$ cat config.mk
export PLATFORM = sky130hd
export DESIGN_NAME = project_select_ctrl
export DESIGN_NICKNAME = d
export VERILOG_FILES = /design/src/rtl/project_select_pkg.sv /design/src/rtl/project_select_wb_regs.sv /design/src/rtl/project_select_ctrl.sv
export SDC_FILE = /design/constraint.sdc
export NUM_CORES = 1
export LEC_CHECK = 0
export BUFFER_PORTS_ARGS = -buffer_cell sky130_fd_sc_hd__buf_2
export CELL_PAD_IN_SITES_DETAIL_PLACEMENT = 1
export CELL_PAD_IN_SITES_GLOBAL_PLACEMENT = 1
export CORE_ASPECT_RATIO = 0.9
export CORE_MARGIN = 2
export CORE_UTILIZATION = 40
export DETAILED_ROUTE_END_ITERATION = 7
export PLACE_DENSITY = 0.82
export REMOVE_ABC_BUFFERS = 1
export SYNTH_ARGS = -nofsm -noshare
export SYNTH_HDL_FRONTEND = slang
export SYNTH_HIERARCHICAL = 1
export SYNTH_SLANG_ARGS = --single-unit
$ cat constraint.sdc
create_clock -name wb_clk_i -period 3.4 [get_ports wb_clk_i]
set_clock_uncertainty 0.1 [all_clocks]
set_input_delay 0.34 -clock wb_clk_i [delete_from_list [all_inputs] [get_ports wb_clk_i]]
set_output_delay 0.34 -clock wb_clk_i [all_outputs]
set_load 0.01 [all_outputs]
$ cat src/rtl/project_select_pkg.sv
// Shared state encoding, register map and field layout for the project
// select controller and its Wishbone register block.
package project_select_pkg;

  typedef enum logic [1:0] {
    ST_OFF   = 2'd0,
    ST_DRAIN = 2'd1,
    ST_ON    = 2'd2
  } state_e;

  localparam logic [31:0] OFS_SEL    = 32'h0000_0000;
  localparam logic [31:0] OFS_STATUS = 32'h0000_0004;
  localparam logic [31:0] OFS_GUARD  = 32'h0000_0008;

  localparam int IDX_W   = 4;
  localparam int GUARD_W = 8;
  localparam int CNT_W   = 8;

  localparam int SEL_IDX_LSB  = 0;
  localparam int SEL_EN_BIT   = 8;

  localparam int STS_CUR_LSB  = 0;
  localparam int STS_ON_BIT   = 8;
  localparam int STS_BUSY_BIT = 9;
  localparam int STS_ERR_BIT  = 10;
  localparam int STS_CNT_LSB  = 16;

endpackage

$ cat src/rtl/project_select_wb_regs.sv
// Wishbone classic slave for the project select block: address decode,
// single-cycle ack, SEL/GUARD registers and the SEL write strobe.
module project_select_wb_regs
  import project_select_pkg::*;
#(
  parameter logic [31:0]        BASE_ADDR = 32'h3000_0000,
  parameter logic [GUARD_W-1:0] GUARD_RST = 8'd4
) (
  input  logic               wb_clk_i,
  input  logic               wb_rst_i,
  input  logic               wbs_stb_i,
  input  logic               wbs_cyc_i,
  input  logic               wbs_we_i,
  input  logic [3:0]         wbs_sel_i,
  input  logic [31:0]        wbs_adr_i,
  input  logic [31:0]        wbs_dat_i,
  output logic               wbs_ack_o,
  output logic [31:0]        wbs_dat_o,
  input  logic [31:0]        status_i,
  output logic               sel_wr_o,
  output logic [IDX_W-1:0]   sel_idx_d_o,
  output logic               sel_en_d_o,
  output logic [IDX_W-1:0]   sel_idx_o,
  output logic               sel_en_o,
  output logic [GUARD_W-1:0] guard_o
);

  logic               ack_q;
  logic [31:0]        dat_q;
  logic               armed_q;
  logic [IDX_W-1:0]   idx_q, idx_d;
  logic               en_q, en_d;
  logic [GUARD_W-1:0] guard_q, guard_d;

  logic               hit_sel, hit_status, hit_guard;
  logic               req, wr_sel, wr_guard;
  logic [31:0]        rdata;

  always_comb begin
    hit_sel    = (wbs_adr_i == BASE_ADDR + OFS_SEL);
    hit_status = (wbs_adr_i == BASE_ADDR + OFS_STATUS);
    hit_guard  = (wbs_adr_i == BASE_ADDR + OFS_GUARD);
    // A cycle left open across reset is not served until cyc has dropped once.
    req        = wbs_stb_i & wbs_cyc_i & armed_q & ~ack_q &
                 (hit_sel | hit_status | hit_guard);
    wr_sel     = req & wbs_we_i & hit_sel & (|wbs_sel_i);
    wr_guard   = req & wbs_we_i & hit_guard & wbs_sel_i[0];

    idx_d   = idx_q;
    en_d    = en_q;
    guard_d = guard_q;
    if (wr_sel & wbs_sel_i[0]) idx_d = wbs_dat_i[SEL_IDX_LSB +: IDX_W];
    if (wr_sel & wbs_sel_i[1]) en_d  = wbs_dat_i[SEL_EN_BIT];
    if (wr_guard)              guard_d = wbs_dat_i[GUARD_W-1:0];

    rdata = '0;
    if (hit_sel) begin
      rdata[SEL_IDX_LSB +: IDX_W] = idx_q;
      rdata[SEL_EN_BIT]           = en_q;
    end else if (hit_status) begin
      rdata = status_i;
    end else if (hit_guard) begin
      rdata[GUARD_W-1:0] = guard_q;
    end
  end

  always_ff @(posedge wb_clk_i or posedge wb_rst_i) begin
    if (wb_rst_i) begin
      ack_q   <= 1'b0;
      dat_q   <= '0;
      armed_q <= 1'b0;
      idx_q   <= '0;
      en_q    <= 1'b0;
      guard_q <= GUARD_RST;
    end else begin
      ack_q   <= req;
      dat_q   <= (req & ~wbs_we_i) ? rdata : '0;
      armed_q <= armed_q | ~wbs_cyc_i;
      idx_q   <= idx_d;
      en_q    <= en_d;
      guard_q <= guard_d;
    end
  end

  assign wbs_ack_o   = ack_q;
  assign wbs_dat_o   = dat_q;
  assign sel_wr_o    = wr_sel;
  assign sel_idx_d_o = idx_d;
  assign sel_en_d_o  = en_d;
  assign sel_idx_o   = idx_q;
  assign sel_en_o    = en_q;
  assign guard_o     = guard_q;

endmodule

$ cat src/rtl/project_select_ctrl.sv
// Project select controller: switches a one-hot enable between wrapped
// projects with an all-zero guard interval in between.
//
//   state    | meaning
//   ---------+-----------------------------------------------------------
//   ST_OFF   | no project enabled
//   ST_DRAIN | guard interval, all enables low, counter running
//   ST_ON    | project cur_q enabled
module project_select_ctrl
  import project_select_pkg::*;
#(
  parameter int          N_PROJ    = 8,
  parameter logic [31:0] BASE_ADDR = 32'h3000_0000,
  parameter logic [7:0]  GUARD_RST = 8'd4
) (
  input  logic              wb_clk_i,
  input  logic              wb_rst_i,
  input  logic              wbs_stb_i,
  input  logic              wbs_cyc_i,
  input  logic              wbs_we_i,
  input  logic [3:0]        wbs_sel_i,
  input  logic [31:0]       wbs_adr_i,
  input  logic [31:0]       wbs_dat_i,
  output logic              wbs_ack_o,
  output logic [31:0]       wbs_dat_o,
  output logic [N_PROJ-1:0] active_o,
  output logic              irq_o
);

  localparam logic [IDX_W:0] N_LIM = N_PROJ[IDX_W:0];

  state_e             state_q;
  logic [GUARD_W-1:0] cnt_q;
  logic [IDX_W-1:0]   cur_q;
  logic               err_q;
  logic [CNT_W-1:0]   sw_cnt_q;
  logic [N_PROJ-1:0]  active_q;
  logic               irq_q;

  logic               sel_wr;
  logic [IDX_W-1:0]   sel_idx_d, sel_idx;
  logic               sel_en_d, sel_en;
  logic [GUARD_W-1:0] guard;
  logic [31:0]        status;
  logic               wr_idx_ok, wr_noop, tgt_ok;

  project_select_wb_regs #(
    .BASE_ADDR (BASE_ADDR),
    .GUARD_RST (GUARD_RST)
  ) u_regs (
    .wb_clk_i    (wb_clk_i),
    .wb_rst_i    (wb_rst_i),
    .wbs_stb_i   (wbs_stb_i),
    .wbs_cyc_i   (wbs_cyc_i),
    .wbs_we_i    (wbs_we_i),
    .wbs_sel_i   (wbs_sel_i),
    .wbs_adr_i   (wbs_adr_i),
    .wbs_dat_i   (wbs_dat_i),
    .wbs_ack_o   (wbs_ack_o),
    .wbs_dat_o   (wbs_dat_o),
    .status_i    (status),
    .sel_wr_o    (sel_wr),
    .sel_idx_d_o (sel_idx_d),
    .sel_en_d_o  (sel_en_d),
    .sel_idx_o   (sel_idx),
    .sel_en_o    (sel_en),
    .guard_o     (guard)
  );

  always_comb begin
    wr_idx_ok = ({1'b0, sel_idx_d} < N_LIM);
    tgt_ok    = sel_en & ({1'b0, sel_idx} < N_LIM);
    // Re-selecting the project that is already running must not glitch it.
    wr_noop   = (state_q == ST_ON) & sel_en_d & (sel_idx_d == cur_q);

    status = '0;
    status[STS_CUR_LSB +: IDX_W] = cur_q;
    status[STS_ON_BIT]           = (state_q == ST_ON);
    status[STS_BUSY_BIT]         = (state_q == ST_DRAIN);
    status[STS_ERR_BIT]          = err_q;
    status[STS_CNT_LSB +: CNT_W] = sw_cnt_q;
  end

  always_ff @(posedge wb_clk_i or posedge wb_rst_i) begin
    if (wb_rst_i) begin
      state_q  <= ST_OFF;
      cnt_q    <= '0;
      cur_q    <= '0;
      err_q    <= 1'b0;
      sw_cnt_q <= '0;
      active_q <= '0;
      irq_q    <= 1'b0;
    end else begin
      irq_q <= 1'b0;
      if (sel_wr) begin
        if (sel_en_d & ~wr_idx_ok) begin
          err_q <= 1'b1;
        end else if (wr_idx_ok) begin
          err_q <= 1'b0;
        end
        if (!wr_noop) begin
          state_q  <= ST_DRAIN;
          cnt_q    <= guard;
          active_q <= '0;
        end
      end else if (state_q == ST_DRAIN) begin
        if (cnt_q == '0) begin
          irq_q <= 1'b1;
          if (tgt_ok) begin
            state_q  <= ST_ON;
            cur_q    <= sel_idx;
            active_q <= {{(N_PROJ-1){1'b0}}, 1'b1} << sel_idx;
            sw_cnt_q <= sw_cnt_q + 8'd1;
          end else begin
            state_q <= ST_OFF;
          end
        end else begin
          cnt_q <= cnt_q - 8'd1;
        end
      end
    end
  end

  assign active_o = active_q;
  assign irq_o    = irq_q;

endmodule

Word-level counts from Yosys, hierarchy flattened

Cells that the tools add are included.
W data, S select, Z words.

Bits in registers: 79
Latch bits: 0
RAM bits: 0
Memory bits (read-only): 0
Output and inout bits: 42
Memories: 0

Add/subtract/negate cells: 2
Multiply operators: 0
Divide/modulo/power cells: 0
$lt $le $gt $ge: 2
Eq/ne operators: 8
Shift-type cells: 1
Multiplexer cells: 29
Bitwise operators: 24
Reductions and logical operators: 11

Operators by type and width:

| operator               | count |
|---|---|
| $eq A32 B30 Y1 const B | 3 |
| $mux W8                | 11 |
| $mux W24               | 1 |
| $and A1 B1 Y1          | 16 |
| $mux W16               | 1 |
| $mux W15               | 1 |
| $mux W4                | 3 |
| $mux W2                | 5 |
| $add A8 B1 Y8 const B  | 1 |
| $logic_not A8 Y1       | 1 |
| $lt A4 B4 Y1 const B   | 2 |
| $reduce_and A4 Y1      | 2 |
| $reduce_bool A2 Y1     | 4 |
| $shl A1 B4 Y8 const A  | 1 |
| $sub A8 B1 Y8 const B  | 1 |
| $mux W1                | 7 |
| $reduce_and A3 Y1      | 2 |
| $not A1 Y1             | 5 |
| $eq A4 B4 Y1           | 1 |
| $ne A2 B2 Y1 const B   | 2 |
| $reduce_or A4 Y1       | 1 |
| $or A1 B1 Y1           | 3 |
| $eq A2 B1 Y1 const B   | 1 |
| $eq A2 B2 Y1 const B   | 1 |
| $reduce_and A2 Y1      | 1 |

Longest topological paths before layout

Gate-level depths: netlist (run 1).

Word-level depth: 14
Depth in mapped cells: 11
Gate-level depth less buffers: 8

Cells and area by module

The synthesis (run 1) kept the hierarchy.

Modules (own cells, without submodules):

| module                 | times used | cells each | area an instance (µm²) |
|---|---|---|---|
| project_select_wb_regs | 1          | 150        | 1905.6 |
| project_select_ctrl    | 1          | 168        | 1754.2 |

Worst setup path before layout (run 1)

OpenSTA, ideal clock, no wires.

Path kind: input to register
Start point: in wbs_adr_i[13]
End point: reg active_q[0], in the netlist active_o[0]
Setup time: 0.125 ns
Arrival: 2.851 ns
Data required time: 3.175 ns
Slack: 0.324 ns
Stages: 11
Buffers on the path: 3
Cells stage by stage: nor4_1 -> nand4_2 -> or2_2 -> clkbuf_1 -> nor4_1 -> buf_4 -> inv_1 -> clkbuf_1 -> a31o_2 -> nand3_2 -> mux2_2

Word-level cells in the longest chain between the ends: 13

Ends and longest elaborated chain:

| item                                          | line                                                       | text |
|---|---|---|
| start, declared                               | project_select_ctrl.sv:22                                  | `input logic [31:0] wbs_adr_i,` |
| $eq A32 B30 Y1, on equally long branches      | project_select_wb_regs.sv:40, project_select_wb_regs.sv:41 |  |
| $or A1 B1 Y1 (2 in a row)                     | project_select_wb_regs.sv:45                               | `(hit_sel \| hit_status \| hit_guard);` |
| $and A1 B1 Y1                                 | project_select_wb_regs.sv:44                               | `req = wbs_stb_i & wbs_cyc_i & armed_q & ~ack_q &` |
| $and A1 B1 Y1                                 | project_select_wb_regs.sv:46                               | `wr_sel = req & wbs_we_i & hit_sel & (\|wbs_sel_i);` |
| $and A1 B1 Y1 (*) (2 in a row)                | project_select_wb_regs.sv:46                               |  |
| net sel_wr                                    | project_select_ctrl.sv:40                                  | `logic sel_wr;` |
| $and A1 B1 Y1, on equally long branches       | project_select_wb_regs.sv:52, project_select_wb_regs.sv:53 |  |
| $mux W4 or $mux W1 (tied branches)            | project_select_wb_regs.sv:52, project_select_wb_regs.sv:53 |  |
| $eq A4 B4 Y1 or $and A1 B1 Y1 (tied branches) | project_select_ctrl.sv:74                                  | `wr_noop = (state_q == ST_ON) & sel_en_d & (sel_idx_d == cur_q);` |
| $and A1 B1 Y1                                 | project_select_ctrl.sv:74                                  |  |
| $ne A2 B2 Y1 (no source line)                 | --                                                         |  |
| $reduce_and A4 Y1 (no source line)            | --                                                         |  |
| end signal, assigned                          | project_select_ctrl.sv:112                                 | `active_q <= {{(N_PROJ-1){1'b0}}, 1'b1} << sel_idx;` |
| end, declared                                 | project_select_ctrl.sv:37                                  | `logic [N_PROJ-1:0] active_q;` |

The timed path passes the listed nets; every way through them passes the cells marked *.
A chain may end at the register's enable or synchronous reset.

Worst setup path after layout (run 1)

Start point: reg u_regs.ack_q, in the netlist u_regs/wbs_ack_o
End point: reg active_q[2], in the netlist active_o[2]

Word-level cells in the longest chain between the ends: 12

Ends and longest elaborated chain:

| item                               | line                         | text |
|---|---|---|
| start, declared                    | project_select_wb_regs.sv:28 | `logic ack_q;` |
| start signal, assigned             | project_select_wb_regs.sv:76 | `ack_q <= req;` |
| $not A1 Y1                         | project_select_wb_regs.sv:44 |  |
| $and A1 B1 Y1 (2 in a row)         | project_select_wb_regs.sv:44 |  |
| $and A1 B1 Y1 (3 in a row)         | project_select_wb_regs.sv:46 |  |
| $and A1 B1 Y1                      | project_select_wb_regs.sv:52 | `if (wr_sel & wbs_sel_i[0]) idx_d = wbs_dat_i[SEL_IDX_LSB +: IDX_W];` |
| $mux W4                            | project_select_wb_regs.sv:52 |  |
| net sel_idx_d[3]                   | project_select_ctrl.sv:41    | `logic [IDX_W-1:0] sel_idx_d, sel_idx;` |
| $eq A4 B4 Y1                       | project_select_ctrl.sv:74    |  |
| $and A1 B1 Y1                      | project_select_ctrl.sv:74    |  |
| $ne A2 B2 Y1 (no source line)      | --                           |  |
| $reduce_and A4 Y1 (no source line) | --                           |  |

The timed path passes the listed nets, and every way through them passes these cells.

==> results of run 1 <==
-- stage by stage --
| stage | setup WS, ns | power (mW) |
|---|---|---|
| 3_3_place_gp | 0.1187 | 1.028 |
| 2_1_floorplan | -0.7604 | 0.9864 |
| 5_1_grt | 0.01397 | 1.745 |
| 4_1_cts | 0.2742 | 1.697 |
| 3_5_place_dp | 0.06210 | 1.030 |
| 6_report | 0.2518 | 1.678 |
-- layout make-up --
class,count,area (µm²)
well taps,122,152.6
clock buffers,9,123.9
multi-input cells,230,1650
repair buffers,102,540.5
inverters,17,63.81
flip-flops and latches,79,1978
fillers,1042,4428
diodes,1,2.502
clock inverters,7,61.31
-- worst min-delay path by stage --
| stage | cells past startpoint | slack, ns | startpoint | to |
|---|---|---|---|---|
| detailed placement | 1 | 0.35 | u_regs/armed_q | u_regs/armed_q |
| floorplan | 1 | 0.31 | wbs_adr_i[3] | u_regs/wbs_dat_o[8] |
| finish | 2 | 0.06 | wbs_cyc_i | u_regs/armed_q |
| global route | 2 | 0.05 | wbs_cyc_i | u_regs/armed_q |
| CTS | 2 | 0.05 | wbs_cyc_i | u_regs/armed_q |
| global placement | 1 | 0.35 | u_regs/armed_q | u_regs/armed_q |
-- power by group --
part           switching, mW  leakage, nW  internal [mW]
clock                  0.386       0.0892          0.280
combinational         0.0450         1.23         0.0281
sequential     0.00000000127         1.07          0.939
-- cell families (layout without fill, tap and decap cells) --
kind of cell / after synthesis / in the layout
fa+ha+maj: 3 / 3
mux: 29 / 29
simple gates: 128 / 128
flops: 79 / 79
xor+xnor: 11 / 11
buf+inv: 25 / 135
compound gates: 42 / 42
other cells: 1 / 18
-- registers in the layout (all words and copies together), names as in the netlist, 2 cells and up --
| name | flops |
|---|---|
| sw_cnt_q | 8 |
| u_regs/sel_idx_o | 4 |
| cur_q | 4 |
| state_q | 2 |
| active_o | 8 |
| u_regs/guard_o | 8 |
| u_regs/wbs_dat_o | 32 |
| cnt_q | 8 |
-- Yosys cell counts (2+ instances only) --
master,n
a22oi_1,7
ha_1,3
o21ai_0,7
inv_1,17
nand2b_1,8
nor4_4,2
nor2b_1,6
nor4_1,11
nor3_1,9
nand3_1,11
nand2_1,11
o2111a_1,4
mux2_2,25
or3_1,2
nand4_1,9
o211ai_1,3
a31oi_1,3
a31o_2,2
or2_2,3
mux2i_1,4
a21oi_1,9
and2_1,24
xnor2_1,6
xor2_1,5
dfrtp_1,78
nor4_2,3
clkbuf_1,7
nor3b_2,2
nor2_1,15
nor4b_1,2
-- routing by layer --
layer / track usage / part of all wire / vias to the layer above
li1: - / - / 1366
met1: 0.2435 / 0.42 / 1421
met2: 0.3658 / 0.53 / 78
met3: 0.03451 / 0.038 / 17
met4: 0.07333 / 0.019 / 0
met5: 0 / 0 / -
-- worst max-delay path: cells and delay by family (launching register included) --
family	cells	cell delay [ns]
compound gates	1	0.26
simple gates	4	1.08
mux	2	0.71
buf+inv	1	0.19
xor+xnor	1	0.35
flops	1	0.38
==> impl_metrics.py, run 1 <==
metrics = {
    "hold_path": {
        "hold_path_class": "in -> reg",
    },
    "setup_path": {
        "regToRegStartpoint": "u_regs/wbs_ack_o",
        "critical-path-max-stage-delay_ns": 0.38,
        "crit_end": "active_o[2]",
        "startpoint_type": "register",
        "path_class": "reg -> reg",
        "crit_path_cell_trace": "and4b_1, nand4_1, nor4_2, buf_4, mux2_2, xnor2_1, a31o_2, nand3_2, mux2_2",
        "cp_slowest_cell": "dfrtp_1",
        "r2r_slack_ns": 0.25,
        "end_kind": "register",
        "worstPathMaxFanout": 8,
        "cp_data_required_time_ns": 3.55,
        "worst-r2r-cell-count": 9,
        "crit_path_frequent_cell": "mux2_2",
        "cp_data_arrival_time_ns": 3.30,
        "crit_path_start": "u_regs/wbs_ack_o",
        "r2r_end": "active_o[2]",
    },
    "sta": {
        "worst_slew_pin_slew_ns": 0.9733,
        "fin_setup_tns_ns": 0,
        "hold_violations": 0,
        "hold-worst-slack_ns": 0.06042,
        "slew_headroom": 0.3502,
        "setup_violations": 0,
        "finalCritPeriodShare": 0.9259,
        "timing.fmax_mhz": 317.6,
        "grt_setup_unrepaired": "false",
        "final_max_slew_viol_count": 0,
        "period_needed_ns": 3.148,
    },
    "global_route": {
        "grt_pass1_vias": 3092,
        "antenna_found_initial": 1,
        "grt_usage": 0.2019,
        "grt_pass1_wl_um": 15580,
        "grt_overflow": 0,
        "grt_max_degree": 48,
    },
    "logic_synthesis": {
        "ys_seq_area_frac": 0.5405,
        "synthTopCellsByArea": "dfrtp_1, mux2_2, and2_1",
        "yosysTopAreaCellShare": 0.5333,
        "syn-cell-area_um2": 3660,
        "avgSynthCellArea_um2": 11.51,
        "synth_cells": 318,
        "post_synth_fa_ha_maj_area_fraction": 0.01026,
        "synth_mux_area_frac": 0.08786,
        "synth-edff-count": 0,
        "synth_xor_area_frac": 0.02632,
        "synth-simple-area-share": 0.2267,
        "yosysWarningCount": 6,
        "ys.flop_type": "dfrtp_1",
        "ys_types": 50,
        "synth_top_family_by_area": "simple AND/OR/NAND/NOR gates",
        "ys_seq_elements": 79,
        "synthArstFlopShare": 1.000,
        "synth_compound_area_frac": 0.08068,
        "yosys.area.top_type": "dfrtp_1",
    },
    "floorplan": {
        "fp.dieArea_um2": 9932,
        "pin_count": 115,
        "fp.dieW_um": 104.8,
        "core-area_um2": 9001,
        "start_util": 0.4066,
        "die_h_um": 94.75,
        "rows": 33,
    },
    "drt": {
        "vias_per_cell": 5.083,
        "avgRoutedWirePerCell_um": 16.29,
        "detail-route-antenna-nets": 0,
        "drc": 0,
        "drtIter0Drc": 97,
        "first_pass_iters": 4,
        "vias": 2882,
        "finalWirelength_um": 9234,
    },
    "pwr": {
        "powerDensity_nw_per_um2": 366.9,
        "p_leak_nw": 2.392,
        "irDropWorstVdd_v": 0.0001579,
    },
    "run": {
        "drv_cap": 0,
    },
    "place": {
        "place_area_um2": 4375,
        "finalWeightedCongestion": 0.8031,
        "dp_hpwl_um": 7075,
        "io_buffers": 91,
        "dp_cells": 549,
    },
    "layout": {
        "layout_commonest_cell": "buf_2",
        "drive_gt1_frac": 0.3716,
        "final_cell_mix": "buf_2, dfrtp_1, mux2_2, and2_1, conb_1",
        "final_nets": 515,
        "design_area_um2": 4573,
        "post-route-util": 0.5081,
        "syn2layout_area_growth_pct": 24.96,
        "stdcell_count": 567,
    },
    "clock_network": {
        "root_buffer": "clkbuf_8",
        "ctsHoldBuffers": 1,
        "cts_max_path_buffers": 2,
        "cts_made_buffers": 9,
        "post-cts-setup-buffers": 0,
        "tritoncts": "built",
        "cts-resized-gates": 0,
        "clk_pin_slew_ns": 0.09,
        "cts.sinks": 79,
        "cts-htree-levels": 3,
        "clock_latency_ns": 0.35,
    },
    "run_status": {
        "status": "completed",
    },
}
(Power assumes the default switching activity.)
==> inputs of run 2 (changes only) <==
Settings changed: ABC_AREA set to 1, CORE_UTILIZATION 40 to 39.
==> impl_metrics.py, run 2 <==
metrics = {
    "floorplan": {
        "rows": 35,
        "die_h_um": 101.7,
        "fp.dieW_um": 112.6,
        "pin_count": 115,
        "fp.dieArea_um2": 11450,
        "core-area_um2": 10290,
        "start_util": 0.4022,
    },
    "layout": {
        "fill_cells": 1265,
        "diodes": 0,
        "syn2layout_area_growth_pct": 22.55,
        "ff_latch_area_um2": 1978,
        "design_area_um2": 5072,
        "multi_input_comb_area_um2": 1869,
        "drive_gt1_frac": 0.2736,
        "final_nets": 686,
        "final_cell_mix": "nand2_1, buf_2, dfrtp_1, inv_1, nand3_1",
        "largest_register_ffs": 32,
        "layout_commonest_cell": "nand2_1",
    },
    "pwr": {
        "powerDensity_nw_per_um2": 405.9,
        "p_leak_nw": 2.781,
        "irDropWorstVdd_v": 0.0003153,
    },
    "setup_path": {
        "worst-r2r-cell-count": 15,
        "regToRegStartpoint": "u_regs/armed_q",
        "cp_data_arrival_time_ns": 2.83,
        "r2r_slack_ns": 0.98,
        "r2r_end": "active_o[7]",
        "critical-path-max-stage-delay_ns": 0.29,
        "cp_slowest_cell": "nor2_2",
        "cp_data_required_time_ns": 3.53,
        "crit_path_cell_trace": "buf_2, inv_1, nand2_1, nor2_1, nand2_1, nor2_2, nand2_2, nor2_1, nand4_1, nor2_1, nand2_1, nand2_1, inv_1, nand2_1, nand2_1, nor2_1, nand3_2, nand2_4, nand2_4, nand2_1, nand2_1",
        "critPathTopFamily": "simple AND/OR/NAND/NOR gates",
        "path_class": "in -> reg",
        "crit_path_frequent_cell": "nand2_1",
        "end_kind": "register",
        "path_buf_inv": 3,
        "worstPathMaxFanout": 20,
        "startpoint_type": "input pin",
    },
    "drt": {
        "vias_per_cell": 4.937,
        "drtIter0Drc": 133,
        "avgRoutedWirePerCell_um": 15.04,
        "finalWirelength_um": 11180,
        "vias": 3668,
        "first_pass_iters": 4,
        "detail-route-antenna-nets": 0,
        "drc": 0,
    },
    "place": {
        "io_buffers": 91,
        "dp_hpwl_um": 8239,
        "place_area_um2": 4753,
        "finalWeightedCongestion": 0.8584,
    },
    "clock_network": {
        "cts-htree-levels": 3,
        "cts.sinks": 79,
        "root_buffer": "clkbuf_16",
        "cts_max_path_buffers": 2,
        "clk_pin_slew_ns": 0.06,
        "tritoncts": "built",
        "ctsHoldBuffers": 0,
        "cts_made_buffers": 9,
        "clock_latency_ns": 0.34,
        "cts-resized-gates": 0,
        "post-cts-setup-buffers": 0,
    },
    "logic_synthesis": {
        "yosys.area.top_type": "dfrtp_1",
        "avgSynthCellArea_um2": 8.295,
        "synthArstFlopShare": 1.000,
        "ys_types": 35,
        "synth_cells": 499,
        "synth-edff-count": 0,
        "ys.flop_type": "dfrtp_1",
        "synthTopCellsByArea": "dfrtp_1, nand2_1, nand3_1",
        "yosysTopAreaCellShare": 0.4716,
        "ys_seq_elements": 79,
        "yosysMostFrequentCell": "nand2_1",
        "yosysWarningCount": 6,
        "syn-cell-area_um2": 4139,
        "ys_seq_area_frac": 0.4779,
        "synthTopCellsByCount": "nand2_1, dfrtp_1, inv_1, nand3_1, nor2_1",
    },
    "sta": {
        "finalCritPeriodShare": 0.7942,
        "hold-worst-slack_ns": 0.01523,
        "setup_violations": 0,
        "period_needed_ns": 2.700,
        "grt_setup_unrepaired": "false",
        "fin_setup_tns_ns": 0,
        "slew_headroom": 0.3346,
        "final_max_slew_viol_count": 0,
        "hold_violations": 0,
        "timing.fmax_mhz": 370.3,
        "worst_slew_pin_slew_ns": 0.9967,
    },
    "hold_path": {
        "hold_path_class": "in -> async",
    },
    "run": {
        "drv_cap": 0,
    },
    "global_route": {
        "antenna_found_initial": 0,
        "grt_pass1_wl_um": 19220,
        "grt_overflow": 0,
        "grt_pass1_vias": 3974,
        "grt_usage": 0.2135,
        "grt_max_degree": 48,
    },
    "run_status": {
        "status": "completed",
    },
}
-- run 2: tightest hold or removal path: cells and delay by family --
kind                   cells  cell delay [ns]
buffers and inverters      3             0.54
-- run 2: how the worst max path moves through the flow --
| stage | cells past startpoint | startpoint | endpoint | slack, ns |
|---|---|---|---|---|
| finish | 21 | wbs_adr_i[24] | active_o[7] | 0.70 |
| CTS | 21 | wbs_adr_i[24] | active_o[7] | 0.67 |
| global placement | 20 | wbs_adr_i[23] | cnt_q[3] | 0.52 |
| global route | 21 | wbs_adr_i[24] | active_o[7] | 0.39 |
| floorplan | 20 | wbs_adr_i[24] | active_o[4] | -0.21 |
| detailed placement | 21 | wbs_adr_i[24] | active_o[7] | 0.35 |
-- run 2: report_power, final --
group	switching, mW	internal [mW]	total [mW]
Sequential	0.00000000000273	0.940	0.940
Clock	0.401	0.644	1.04
Combinational	0.0447	0.0296	0.0743
Total	0.445	1.61	2.06
-- run 2: final cells by class --
| type | count | share of cell area |
|---|---|---|
| inverters | 65 | 0.04810 |
| flip-flops and latches | 79 | 0.3900 |
| clock buffers | 9 | 0.04440 |
| clock inverters | 6 | 0.01850 |
| multi-input cells | 358 | 0.3685 |
| well taps | 129 | 0.03182 |
| repair buffers | 97 | 0.09867 |
-- run 2: kinds of logic (layout without fill, tap and decap cells) --
| family | after synthesis | in the layout | synth area share |
|---|---|---|---|
| AO/OA/AOI/OAI | 26 | 26 | 0.03839 |
| AND/OR/NAND/NOR | 304 | 304 | 0.3718 |
| XOR/XNOR | 8 | 8 | 0.01693 |
| other | 1 | 17 | 0.0009060 |
| adder cells (fa/ha/maj) | 3 | 3 | 0.009070 |
| flip-flops | 79 | 79 | 0.4779 |
| buffers and inverters | 78 | 177 | 0.08494 |
-- run 2: layer usage --
metal	track usage	vias to the layer above	wire, µm
li1	-	1770	-
met1	0.2603	1818	4784
met2	0.3865	66	5784
met3	0.04189	14	424
met4	0.06285	0	183
met5	0	-	0
-- run 2: metrics by stage --
| stage | utilization | power [mW] | setup slack, ns | instances |
|---|---|---|---|---|
| after floorplan | - | 0.9912 | -0.2081 | 502 |
| after CTS | 0.4929 | 2.077 | 0.6694 | 743 |
| after global routing | 0.4929 | 2.118 | 0.3910 | 743 |
| after detailed placement | 0.4619 | 1.033 | 0.3504 | 728 |
| final | 0.4929 | 2.059 | 0.6997 | 743 |
| after global placement | 0.4619 | 1.029 | 0.5197 | 728 |
